### src/rtl/uart_rx_os.sv
// Oversampling UART receiver with a valid/ready output, plus framing, parity and overrun status.
// Optional parity bit is compiled in with `define UART_RX_PARITY_EN.
module uart_rx_os #(
   parameter int unsigned CLK_FREQ   = 1000000,
   parameter int unsigned BAUD_RATE  = 9600,
   parameter int unsigned OVERSAMPLE = 16,
   parameter int unsigned DATA_BITS  = 8,
   parameter int unsigned STOP_BITS  = 1,
   parameter int unsigned PARITY_ODD = 0
) (
   input  logic                 clk,
   input  logic                 rst,
   input  logic                 rx,
   output logic [DATA_BITS-1:0] rx_data,
   output logic                 rx_valid,
   input  logic                 rx_ready,
   output logic                 frame_err,
   output logic                 parity_err,
   output logic                 overrun,
   output logic                 busy
);

   localparam int unsigned DIV_RAW = CLK_FREQ / (BAUD_RATE * OVERSAMPLE);
   localparam int unsigned DIV     = (DIV_RAW < 1) ? 1 : DIV_RAW;
   localparam int unsigned DW      = (DIV > 1) ? $clog2(DIV) : 1;
   localparam int unsigned TW      = $clog2(OVERSAMPLE);

   localparam bit CFG_OK = (OVERSAMPLE >= 8) && (OVERSAMPLE <= 32) && (OVERSAMPLE % 2 == 0) &&
                           (DATA_BITS >= 5) && (DATA_BITS <= 9) &&
                           ((STOP_BITS == 1) || (STOP_BITS == 2)) && (PARITY_ODD <= 1);

   if (!CFG_OK) begin : g_bad_cfg
      $error("uart_rx_os: unsupported parameter set");
   end

`ifdef UART_RX_PARITY_EN
   typedef enum logic [2:0] {IDLE, START, DATA, PARITY, STOP} state_t;
`else
   typedef enum logic [2:0] {IDLE, START, DATA, STOP} state_t;
`endif

   state_t                 state_q, state_d;
   logic [DW-1:0]          div_q, div_d;
   logic [TW-1:0]          tcnt_q, tcnt_d;
   logic [3:0]             bcnt_q, bcnt_d;
   logic [DATA_BITS-1:0]   shreg_q, shreg_d;
   logic                   fe_q, fe_d;
   logic                   sync1_q, sync2_q, prev_q;
   logic [DATA_BITS-1:0]   data_q, data_d;
   logic                   valid_q, valid_d;
   logic                   ferr_q, ferr_d;
   logic                   ovr_q, ovr_d;
   logic                   tick, fall, line, mid, done;
`ifdef UART_RX_PARITY_EN
   logic                   pe_q, pe_d;
   logic                   perr_q, perr_d;
`endif

   assign tick = (div_q == DW'(DIV - 1));
   assign div_d = tick ? '0 : div_q + 1'b1;
   assign line = sync2_q;
   assign fall = prev_q & ~sync2_q;
   assign mid  = tick && (tcnt_q == TW'(OVERSAMPLE - 1));

   always_comb begin
      state_d = state_q;
      tcnt_d  = tcnt_q;
      bcnt_d  = bcnt_q;
      shreg_d = shreg_q;
      fe_d    = fe_q;
      done    = 1'b0;
`ifdef UART_RX_PARITY_EN
      pe_d    = pe_q;
`endif
      if (state_q != IDLE && state_q != START && tick)
         tcnt_d = mid ? '0 : tcnt_q + 1'b1;
      case (state_q)
         IDLE: begin
            if (fall) begin
               tcnt_d  = '0;
               bcnt_d  = '0;
               fe_d    = 1'b0;
               state_d = START;
            end
         end
         START: begin
            if (tick) begin
               if (tcnt_q == TW'(OVERSAMPLE / 2 - 1)) begin
                  tcnt_d  = '0;
                  state_d = line ? IDLE : DATA;
               end else begin
                  tcnt_d = tcnt_q + 1'b1;
               end
            end
         end
         DATA: begin
            if (mid) begin
               shreg_d = {line, shreg_q[DATA_BITS-1:1]};
               bcnt_d  = bcnt_q + 1'b1;
               if (bcnt_q == 4'(DATA_BITS - 1)) begin
                  bcnt_d  = '0;
`ifdef UART_RX_PARITY_EN
                  state_d = PARITY;
`else
                  state_d = STOP;
`endif
               end
            end
         end
`ifdef UART_RX_PARITY_EN
         PARITY: begin
            if (mid) begin
               pe_d    = ((^shreg_q) ^ line) != PARITY_ODD[0];
               state_d = STOP;
            end
         end
`endif
         STOP: begin
            if (mid) begin
               if (!line) fe_d = 1'b1;
               bcnt_d = bcnt_q + 1'b1;
               if (bcnt_q == 4'(STOP_BITS - 1)) begin
                  done    = 1'b1;
                  state_d = IDLE;
               end
            end
         end
         default: state_d = IDLE;
      endcase
   end

   // A completion may load in the same cycle a pending word is taken.
   always_comb begin
      data_d  = data_q;
      valid_d = valid_q;
      ferr_d  = ferr_q;
      ovr_d   = 1'b0;
`ifdef UART_RX_PARITY_EN
      perr_d  = perr_q;
`endif
      if (valid_q && rx_ready) valid_d = 1'b0;
      if (done) begin
         if (!valid_q || rx_ready) begin
            data_d  = shreg_q;
            ferr_d  = fe_q | ~line;
            valid_d = 1'b1;
`ifdef UART_RX_PARITY_EN
            perr_d  = pe_q;
`endif
         end else begin
            ovr_d = 1'b1;
         end
      end
   end

   always_ff @(posedge clk) begin
      if (rst) begin
         state_q <= IDLE;
         div_q   <= '0;
         tcnt_q  <= '0;
         bcnt_q  <= '0;
         shreg_q <= '0;
         fe_q    <= 1'b0;
         sync1_q <= 1'b1;
         sync2_q <= 1'b1;
         prev_q  <= 1'b1;
         data_q  <= '0;
         valid_q <= 1'b0;
         ferr_q  <= 1'b0;
         ovr_q   <= 1'b0;
`ifdef UART_RX_PARITY_EN
         pe_q    <= 1'b0;
         perr_q  <= 1'b0;
`endif
      end else begin
         state_q <= state_d;
         div_q   <= div_d;
         tcnt_q  <= tcnt_d;
         bcnt_q  <= bcnt_d;
         shreg_q <= shreg_d;
         fe_q    <= fe_d;
         sync1_q <= rx;
         sync2_q <= sync1_q;
         prev_q  <= sync2_q;
         data_q  <= data_d;
         valid_q <= valid_d;
         ferr_q  <= ferr_d;
         ovr_q   <= ovr_d;
`ifdef UART_RX_PARITY_EN
         pe_q    <= pe_d;
         perr_q  <= perr_d;
`endif
      end
   end

   assign rx_data   = data_q;
   assign rx_valid  = valid_q;
   assign frame_err = ferr_q;
   assign overrun   = ovr_q;
   assign busy      = (state_q != IDLE);
`ifdef UART_RX_PARITY_EN
   assign parity_err = perr_q;
`else
   assign parity_err = 1'b0;
`endif

endmodule

### config.mk
export PLATFORM = sky130hd
export DESIGN_NAME = uart_rx_os
export DESIGN_NICKNAME = d
export VERILOG_FILES = /design/src/rtl/uart_rx_os.sv
export SDC_FILE = /design/constraint.sdc
export NUM_CORES = 1
export LEC_CHECK = 0
export ABC_AREA = 1
export CAP_MARGIN = 20
export CORE_UTILIZATION = 40
export DETAILED_ROUTE_END_ITERATION = 8
export PLACE_DENSITY_LB_ADDON = 0.1
export SYNTH_ARGS = -nofsm -noshare
export SYNTH_HDL_FRONTEND = slang
export SYNTH_SLANG_ARGS = --single-unit
### constraint.sdc
create_clock -name clk -period 3.2 [get_ports clk]
set_input_delay 0.48 -clock clk [delete_from_list [all_inputs] [get_ports clk]]
set_output_delay 0.48 -clock clk [all_outputs]
set_load 0.01 [all_outputs]
==> flow_summary_export.csv <==
group,metric,value,unit
placed_design,port_buffers,15,
yosys,synth_top_area_share,42.1,%
sta,achievable-frequency,521,MHz
placed_design,pre_cts_ws,1.30,ns
clock_tree,clock_path_buffers,2,
yosys,synth_area_leaders,"dfxtp_1 42%, nand2_1 14%, a21oi_1 8.5%",
run,cap_violations,0,
routing,wl_per_cell,11.3,um
routing,drcViolationCount,0,
sta,whs,0.409,ns
placed_design,dp_hpwl,2420,um
grt,grtUsageTotal,17.2,%
routing,wl,3410,um
grt,grt_pass1_vias,1232,
grt,grt-ovfl-total,0,
sta,fin_skew,0.00597,ns
clock_tree,htreeDepth,2,
setup_path,worst_setup_path_end_kind,"primary output",
clock_tree,ctsResizeCount,0,
yosys,yosys-top-cells-count,"65 x nand2_1, 36 x dfxtp_1, 29 x a21oi_1",
yosys,synth.avg_cell_area,7.22,um^2
floorplan,initial_core_util,42.2,%
final_layout,final_area,2000,um^2
grt,grt_max_degree,23,
yosys,synth_seq_area_share,42.1,%
yosys,synth_edf_count,0,
placed_design,place.gp.congestion,0.769,
final_layout,area_delta_synth_final,16.8,%
sta,finalSetupViolations,0,
power_and_ir_drop,power.density,584,nW/um^2
power_and_ir_drop,power_frac_comb,22.9,%
power_and_ir_drop,netSwitchingFraction,31.8,%
power_and_ir_drop,pwr-share-seq,42.8,%
routing,drtPass1Iterations,4,
clock_tree,clk_pin_slew,0.07,ns
yosys,syn_inst,237,
power_and_ir_drop,p_int,0.795,mW
sta,slew_violations,0,
floorplan,boundaryPins,17,
setup_path,cp_max_fo,6,
sta,hold_viol,0,
clock_tree,numCtsBuffers,5,
placed_design,dp.cells,295,
routing,drtAntennaViolNets,0,
sta,tightest_slew,0.526,ns
yosys,netlist_area,1710,um^2
hold_path,min_path_cells,1,
final_layout,final_nets,261,
clock_tree,cts_setup_buffers,0,
final_layout,drive_gt1_share,10.7,%
yosys,synth.largest_area_cell,"dfxtp_1",
setup_path,required,2.72,ns
hold_path,min_path_type,"reg -> reg",
floorplan,design.die.area,4540,um^2
power_and_ir_drop,power_leakage,0.785,nW
yosys,synth_nets,246,
clock_tree,clock_latency,0.29,ns
power_and_ir_drop,p_total,1.17,mW
setup_path,crit_type,"reg -> out",
sta,rsz0062_at_grt,"no",
run_status,outcome,"finished, final reports clean",
placed_design,placed_area,1890,um^2
yosys,synth-seq-cells,36,
final_layout,final_util,49.2,%
routing,drt_iter0_drc,68,
yosys,ys_types,25,
grt,grt_pass1_wl,5690,um
routing,routed_via_density,4.92,
floorplan,core_area,4060,um^2
clock_tree,clock-root-buffer,"clkbuf_8",
yosys,synth.most_common_cell,"nand2_1",
clock_tree,clock_sinks,36,
yosys,synth-main-ff-cell,"dfxtp_1",
floorplan,rows,23,
clock_tree,hold_buffers,0,
sta,relSlewSlack,64.8,%
power_and_ir_drop,clkPwrFrac,34.3,%
routing,vias,1490,
setup_path,reg2reg_depth,6,
sta,worst_slack,1.28,ns
power_and_ir_drop,switching_power,0.371,mW
sta,fin_crit_sh,60.0,%
sta,fin_setup_tns,0,ns
floorplan,die_w,67.4,um
yosys,synth_warnings,0,
clock_tree,cts_tree,"yes",
yosys,async_reset_ff_share,0,%
final_layout,layout.cells.non_filler,303,
sta,min_period,1.92,ns
final_layout,num_antenna_cells,0,
setup_path,cp.arrival,1.44,ns
setup_path,crit_path_start_kind,"flop",
power_and_ir_drop,ir_worst_vdd,0.466,mV
grt,grt_antenna_before_repair,0,
floorplan,dieHeight,67.4,um
## routing by layer
layer  GRT usage [%]  wire, um  up-vias
met5               0         0        -
met4            7.18        58        0
met3            5.57        95        5
met2            24.0      1430       16
met1            24.0      1830      664
li1                -         -      805
## layout by cell type (no fill, tap or decap), types with 3 or more instances in the layout
master,instances
nor2_2,4
nor2_1,11
a21oi_1,29
inv_2,3
dfxtp_1,36
nand3_1,22
ha_1,5
nand4_1,12
clkbuf_8,5
o21ai_0,3
nand2_2,4
inv_1,21
or2_2,3
nand2_1,65
clkdlybuf4s50_1,15
## cell type report
class                   instances  area (um^2)
fillers                       415         2060
multi-input cells             169          855
flip-flops and latches         36          721
repair buffers                 16          158
inverters                      24         90.1
clock buffers                   5         68.8
well taps                      50         62.6
clock inverters                 3         42.5
## final timing paths
check / from / endpoint / slack, ns
max: state_q[1]$_SDFFE_PP0P_ / busy / 1.28
min: sync1_q$_SDFF_PP1_ / line$_SDFF_PP1_ / 0.41
min reg2reg: sync1_q$_SDFF_PP1_ / line$_SDFF_PP1_ / 0.41
max reg2reg: tcnt_q[1]$_SDFF_PP0_ / shreg_q[4]$_SDFFE_PP0P_ / 1.36
## sequential cells by signal, indices dropped and copies added (netlist names)
| signal | cells |
|---|---|
| line | 1 |
| tcnt_q | 4 |
| prev_q | 1 |
| overrun | 1 |
| sync1_q | 1 |
| shreg_q | 8 |
| bcnt_q | 4 |
| rx_valid | 1 |
| state_q | 2 |
| frame_err | 1 |
| div_q | 3 |
| rx_data | 8 |
| fe_q | 1 |
## kinds of logic after synthesis
kind of cell,Yosys count,synth area share (%)
flops,36,42.1
fa+ha+maj,5,3.66
compound gates,34,10.2
buf+inv,32,7.90
xor+xnor,1,0.512
other cells,1,0.219
simple gates,128,35.4
## power groups by stage
stage | Sequential, mW | Combinational [mW] | Clock (mW)
2_1_floorplan | 0.503 | 0.213 | 0
3_3_place_gp | 0.510 | 0.269 | 0
3_5_place_dp | 0.509 | 0.268 | 0
4_1_cts | 0.499 | 0.269 | 0.411
5_1_grt | 0.502 | 0.310 | 0.431
6_report | 0.499 | 0.267 | 0.400
## critical path, cell delays in order (launching register included)
cell and delay (ns):
dfxtp_1 0.43, inv_2 0.09, nand2_1 0.09, clkdlybuf4s50_1 0.54
Power figures use the tool's default switching activity.
